$ cat src/rtl/mips_run_ctrl.sv
// Run controller for a MIPS core under test: resets the CPU, lets it run,
// detects halt on a stalled PC or a cycle budget, and counts write strobes.
module mips_run_ctrl #(
  parameter int PC_W        = 32,
  parameter int CNT_W       = 32,
  parameter int RST_CYCLES  = 1,
  parameter int MAX_CYCLES  = 300,
  parameter int HALT_REPEAT = 3
) (
  input  logic             clk,
  input  logic             res,
  input  logic             start,
  input  logic [PC_W-1:0]  pc,
  input  logic             reg_write,
  input  logic             mem_write,
  output logic             cpu_res,
  output logic             running,
  output logic             done,
  output logic             timeout,
  output logic [CNT_W-1:0] cycle_cnt,
  output logic [CNT_W-1:0] regwr_cnt,
  output logic [CNT_W-1:0] memwr_cnt
);

  localparam int RW = (RST_CYCLES > 1) ? $clog2(RST_CYCLES) : 1;
  localparam int MW = $clog2(HALT_REPEAT + 1);

  typedef enum logic [2:0] {
    S_IDLE,
    S_RESET,
    S_RUN,
    S_HALTED,
    S_TIMEOUT
  } state_t;

  state_t st, st_d;

  logic [RW-1:0]    rst_cnt, rst_cnt_d;
  logic [MW-1:0]    mcnt, mcnt_d;
  logic [PC_W-1:0]  pc_q, pc_q_d;
  logic             pc_valid, pc_valid_d;
  logic             cpu_res_d, running_d;
  logic             done_d, timeout_d;
  logic [CNT_W-1:0] cyc_d, rw_d, mw_d;

  logic             match_hit;
  logic [MW-1:0]    mcnt_inc;
  logic             halt_hit;
  logic [CNT_W-1:0] cyc_inc;

  function automatic logic [CNT_W-1:0] sat_inc(
    input logic [CNT_W-1:0] v
  );
    return (&v) ? v : v + CNT_W'(1);
  endfunction

  assign match_hit = pc_valid && (pc == pc_q);
  assign mcnt_inc  = mcnt + MW'(1);
  assign halt_hit  = match_hit && (mcnt_inc == MW'(HALT_REPEAT));
  assign cyc_inc   = sat_inc(cycle_cnt);

  always_comb begin
    st_d       = st;
    rst_cnt_d  = rst_cnt;
    mcnt_d     = mcnt;
    pc_q_d     = pc_q;
    pc_valid_d = pc_valid;
    cpu_res_d  = cpu_res;
    running_d  = running;
    done_d     = done;
    timeout_d  = timeout;
    cyc_d      = cycle_cnt;
    rw_d       = regwr_cnt;
    mw_d       = memwr_cnt;

    unique case (st)
      S_IDLE, S_HALTED, S_TIMEOUT: begin
        cpu_res_d = 1'b1;
        running_d = 1'b0;
        if (start) begin
          st_d       = S_RESET;
          rst_cnt_d  = '0;
          mcnt_d     = '0;
          pc_valid_d = 1'b0;
          done_d     = 1'b0;
          timeout_d  = 1'b0;
          cyc_d      = '0;
          rw_d       = '0;
          mw_d       = '0;
        end
      end

      S_RESET: begin
        cpu_res_d = 1'b1;
        running_d = 1'b0;
        if (rst_cnt == RW'(RST_CYCLES - 1)) begin
          st_d      = S_RUN;
          cpu_res_d = 1'b0;
          running_d = 1'b1;
        end else begin
          rst_cnt_d = rst_cnt + RW'(1);
        end
      end

      S_RUN: begin
        cyc_d      = cyc_inc;
        pc_q_d     = pc;
        pc_valid_d = 1'b1;
        if (reg_write) rw_d = sat_inc(regwr_cnt);
        if (mem_write) mw_d = sat_inc(memwr_cnt);
        mcnt_d = match_hit ? mcnt_inc : '0;
        // Halt takes priority over a budget expiring in the same cycle
        if (halt_hit) begin
          st_d      = S_HALTED;
          done_d    = 1'b1;
          timeout_d = 1'b0;
          cpu_res_d = 1'b1;
          running_d = 1'b0;
        end else if (cyc_inc == CNT_W'(MAX_CYCLES)) begin
          st_d      = S_TIMEOUT;
          done_d    = 1'b1;
          timeout_d = 1'b1;
          cpu_res_d = 1'b1;
          running_d = 1'b0;
        end
      end

      default: begin
        st_d      = S_IDLE;
        cpu_res_d = 1'b1;
        running_d = 1'b0;
      end
    endcase
  end

  always_ff @(posedge clk) begin
    if (res) begin
      st        <= S_IDLE;
      rst_cnt   <= '0;
      mcnt      <= '0;
      pc_q      <= '0;
      pc_valid  <= 1'b0;
      cpu_res   <= 1'b1;
      running   <= 1'b0;
      done      <= 1'b0;
      timeout   <= 1'b0;
      cycle_cnt <= '0;
      regwr_cnt <= '0;
      memwr_cnt <= '0;
    end else begin
      st        <= st_d;
      rst_cnt   <= rst_cnt_d;
      mcnt      <= mcnt_d;
      pc_q      <= pc_q_d;
      pc_valid  <= pc_valid_d;
      cpu_res   <= cpu_res_d;
      running   <= running_d;
      done      <= done_d;
      timeout   <= timeout_d;
      cycle_cnt <= cyc_d;
      regwr_cnt <= rw_d;
      memwr_cnt <= mw_d;
    end
  end

endmodule

$ cat config.mk
export PLATFORM = sky130hd
export DESIGN_NAME = mips_run_ctrl
export DESIGN_NICKNAME = d
export VERILOG_FILES = /design/src/rtl/mips_run_ctrl.sv
export SDC_FILE = /design/constraint.sdc
export NUM_CORES = 1
export LEC_CHECK = 0
export ABC_AREA = 0
export CORE_ASPECT_RATIO = 1.4
export CORE_MARGIN = 2
export CORE_UTILIZATION = 53
export DETAILED_ROUTE_END_ITERATION = 10
export GPL_TIMING_DRIVEN = 1
export PLACE_DENSITY = 0.85
export SLEW_MARGIN = 20
export SYNTH_ARGS = -nofsm -noshare
export SYNTH_HDL_FRONTEND = slang
export SYNTH_SLANG_ARGS = --single-unit
$ cat constraint.sdc
create_clock -name clk -period 3.6 [get_ports clk]
set_input_delay 0.72 -clock clk [delete_from_list [all_inputs] [get_ports clk]]
set_output_delay 0.72 -clock clk [all_outputs]
set_load 0.01 [all_outputs]
* Word level (Yosys, flattened, before mapping) *
Index checks and enable logic that the tools add are counted.

storage, ports and cells
  register bits after elaboration = 139
  output and inout port bits = 100
  input port bits = 37
  logic and storage cells = 78

operators by class
  add/sub/neg operators = 5
  equal/unequal tests = 14
  reductions and logical operators = 15
  muxes and demuxes = 32

operators by type and width
  cell                                                                     number
  32-bit two-way mux                                                       6
  32-bit case mux with 2 select lines                                      3
  32-bit by 1-bit adder with 32-bit output (second input constant)         3
  32-bit AND reduction                                                     3
  32-bit equality test                                                     1
  32-bit by 9-bit equality test with 1-bit output (second input constant)  1
  3-bit two-way mux                                                        4
  2-bit inequality test (second input constant)                            6
  1-bit case mux with 2 select lines                                       6
  1-bit two-way mux                                                        9
  3-bit case mux with 3 select lines                                       1
  4-bit AND reduction                                                      2
  3-bit by 2-bit equality test with 1-bit output (second input constant)   2
  3-bit AND reduction                                                      2
  2-bit two-way mux                                                        2
  2-bit case mux with 2 select lines                                       1
  2-bit AND reduction                                                      2
  2-bit nonzero test                                                       2
  3-bit by 1-bit equality test with 1-bit output (second input constant)   1
  3-bit equality test (second input constant)                              1
  3-bit logical NOT                                                        1
  3-bit inequality test (second input constant)                            1
  3-bit OR reduction                                                       1
  2-bit by 1-bit adder with 2-bit output (second input constant)           1
  3 further kinds                                                          4

* Depth between registers and ports, before layout *
  word-level depth = 6
  depth in mapped cells = 11

* Least setup slack after synthesis *
OpenSTA, ideal clock, no wires.

  path type = reg-to-reg
  from = reg cycle_cnt[24]
  to = reg timeout
  data required time = 3,526 ps
  data arrival time = 3,296 ps
  stages on the path, launching flop included = 11
  path buffers = 2
  slack = 230 ps
  cells stage by stage = dfxtp_1 buf_4 nand4_2 or4_1 clkbuf_2 o31ai_1 xor2_1 or4b_1 or4_1 or4_1 o21ai_0

on the way
  cells in the longest elaborated chain, start to end = 5
  elaborated cells on any way between the ends = 6
  those cells by class = add/sub (1); eq/ne (2); mux (1); reduce/logical (2)

RTL lines
  what                                                                                     line  text
  start, declared                                                                          20    output logic [CNT_W-1:0] cycle_cnt,
  start signal, assigned                                                                   160   cycle_cnt <= cyc_d;
  32-bit by 1-bit adder with 32-bit output / 32-bit AND reduction (equally long branches)  54    return (&v) ? v : v + CNT_W'(1);
  32-bit two-way mux (*)                                                                   54
  32-bit by 9-bit equality test with 1-bit output (*)                                      119   end else if (cyc_inc == CNT_W'(MAX_CYCLES)) begin
  3-bit inequality test (no source line) (*)                                               -
  3-bit AND reduction (no source line) (*)                                                 -
  end signal, assigned                                                                     159   timeout <= timeout_d;
  end, declared                                                                            19    output logic timeout,

Every way passes the cells marked *; elsewhere a longest branch is shown, timed or not.
A chain may end at the register's enable or synchronous reset.

* Final worst setup path *
  from = reg cycle_cnt[31]
  to = reg timeout

The elaborated chain is that of the path after synthesis.

==> metrics <==
outcome=finished, final reports clean; CP peak stage delay=610 ps; worst skew pair latency=roughly 420 ps; Syn Nets=996; core area=13,800 um^2; Worst slew margin=44.1%; dominant cell type by area after synthesis=dfxtp_1; Max Cap Viol=0; crit end category=register; Startpoint Class=register; worst path arrival time=3750 ps; number of DRC markers in iteration 0=about 610; Remaining Overflow, GRT=0; RSZ-0062 raised after global routing=false; number of diodes=0; CTS H-tree depth=4; CP Cell Sequence=nand4_4, or4_1, buf_4, nand3_1, xnor2_1, or4_1, or4_1, or4_1, o21ai_0; Post-synth top cells=nand2_1, dfxtp_1, nor2_1; Final ANT Viol Nets=0; Main synth FF type=dfxtp_1; Yosys top cell area share=37.4%; Detail Placement HPWL=15,700 um; most common cell in the netlist=nand2_1; Detailed Route WL=between 20,000 and 25,000 um; Req. time, crit path=3940 ps; vias in the first global route=7,240; die area=14,900 um^2; Post-synth EDFFs=0; Yosys warnings=0; via-per-instance ratio=approximately 5.9; dominant cells by area after synthesis=dfxtp_1, xnor2_1, nand2_1; clk root buf=clkbuf_16; slowest cell on the critical path=or4_1; flops & latches, synth=138; Post-synth ARST share=0%; Hold Crit Class=register to register; Final period util=94.8%; cell family with most CP delay=simple AND/OR/NAND/NOR gates; Tightest Pin Transition=839 ps; Setup WS pre-CTS=roughly 180 ps; io pins=137; Final Skew=13.1 ps; Fill cells=1,132; post-cts hold buffer count=0; Placer Congestion=0.965; DRC violations left=0; CP Buf/Inv Count=1; Post-Syn Instances=955; drt wl/cell=17.1 um; Fin Setup TNS=0 ps; Syn-to-layout area delta=30.6%; CTS Sinks=138; Max Clk Rate=293 MHz; Yosys cell types=66; Power Density=between 300 and 400 nW/um^2; Slew Viols, Final=0; Tmin final=approximately 3400 ps; reg2reg setup slack=190 ps; Die X=104 um; Initial Utilization=53.5%; num rows=51; critical path class=register to register; initial antenna violation count=0; CP max FO=7; Layout Nets=approximately 1,100; layout cell share with drive strength beyond 1=8.77%; Max IR drop VDD=284 uV; largest net degree at the start of global routing=77; most used cell, CP=or4_1; Mapped Area=7380 um^2; DRT Pass-1 Iters=5; GR Util All Layers=roughly 30%; global-route wire length before repair=35,500 um; clock slew at reported path FFs=around 60 ps; syn avg cell area=~7.7 um^2; # setup viols final=0; via count=~7,600; CTS tree=yes; buffers added on ports=136; DIE HEIGHT=144 um; final hold violations=0; CTS buffer count=17; Max Buffers Root-to-Sink=2; P_leak=a little over 3 nW; Seq/Total Area, Yosys=37.4%; Final WS setup=187 ps; Setup Buffers After CTS=0
[cells in the final DEF (no fill, tap or decap), drive strengths merged, types with 11 or more instances in the layout]
cell,count
a21oi,82
a31oi,15
and3,15
and4,11
buf,45
clkbuf,19
clkdlybuf4s50,135
dfxtp,138
inv,26
nand2,143
nand3,39
nand4,44
nor2,106
nor3,27
nor4,20
o21ai,42
or3,20
xnor2,62
xor2,28
[per-stage QoR]
| step | cell area (um^2) | hold slack, ps | total power, mW | std cells | utilization, % |
|---|---|---|---|---|---|
| 4_1_cts | 9630 | 467 | 3.55 | 1302 | 69.9 |
| 5_1_grt | 9640 | 485 | 3.64 | 1302 | 69.9 |
| 6_report | 9640 | 467 | 3.53 | 1302 | 69.9 |
| 2_1_floorplan | 7380 | 448 | 1.79 | 955 | - |
| 3_3_place_gp | 9080 | 454 | 1.90 | 1270 | 65.8 |
| 3_5_place_dp | 9080 | 460 | 1.91 | 1270 | 65.8 |
[what timing repair did]
action	CTS	global route
endpoints found under the setup margin	0	2
gates resized for setup	0	4
hold endpoints to repair	0	0
[layer usage]
metal	track usage (%)	vias to the layer above	routed length, um
met1	32.5	3551	8480
li1	-	3704	-
met5	0	-	0
met4	17.5	0	1030
met2	53.5	311	11400
met3	5.58	70	1320
[worst register-to-register path, delay by kind of cell (launching register included)]
family          cells  cell delay (ps)
compound gates      1               90
xor+xnor            1               90
buf+inv             1              200
flops               1              430
simple gates        6             2520
[area by class of cell]
type	instances	area [um^2]	share of cell area [%]
clock inverters	13	120	1.25
inverters	23	86.3	0.896
well taps	185	231	2.40
flip-flops and latches	138	2770	28.7
clock buffers	19	433	4.49
repair buffers	180	1700	17.6
multi-input cells	744	4300	44.7
[cell families (layout without fill, tap and decap cells)]
family | count (synthesis) | after routing | synth area share, %
adders and majority gates | 4 | 4 | 0.678
buffers and inverters | 73 | 235 | 4.56
and+or+nand+nor | 462 | 462 | 31.2
muxes | 4 | 4 | 0.543
xor gates and xnor gates | 90 | 90 | 10.7
AOI/OAI and AO/OA | 184 | 184 | 14.9
DFF | 138 | 138 | 37.4
[state kept, by name, summed over array words and instances (netlist names)]
signal and cells:
regwr_cnt 32, pc_q 32, memwr_cnt 32, done 1
timeout 1, st 3, cycle_cnt 32, cpu_res 1
running 1, pc_valid 1, mcnt 2
[where the power goes]
group | switching, mW | internal, mW | leakage, nW
registers | 0.0224 | 1.55 | 1.12
logic | 0.188 | 0.115 | 1.74
clock network | 0.695 | 0.954 | 0.252
[path summary, 6_finish.rpt]
path / startpoint / endpoint / cells after the start
setup reg to reg: cycle_cnt[31] / timeout / 9
hold / removal: pc_q[11] / pc_q[11] / 2
hold reg to reg: pc_q[11] / pc_q[11] / 2
setup / recovery: cycle_cnt[31] / timeout / 9
Note: power is estimated with default switching activity, not from simulation.
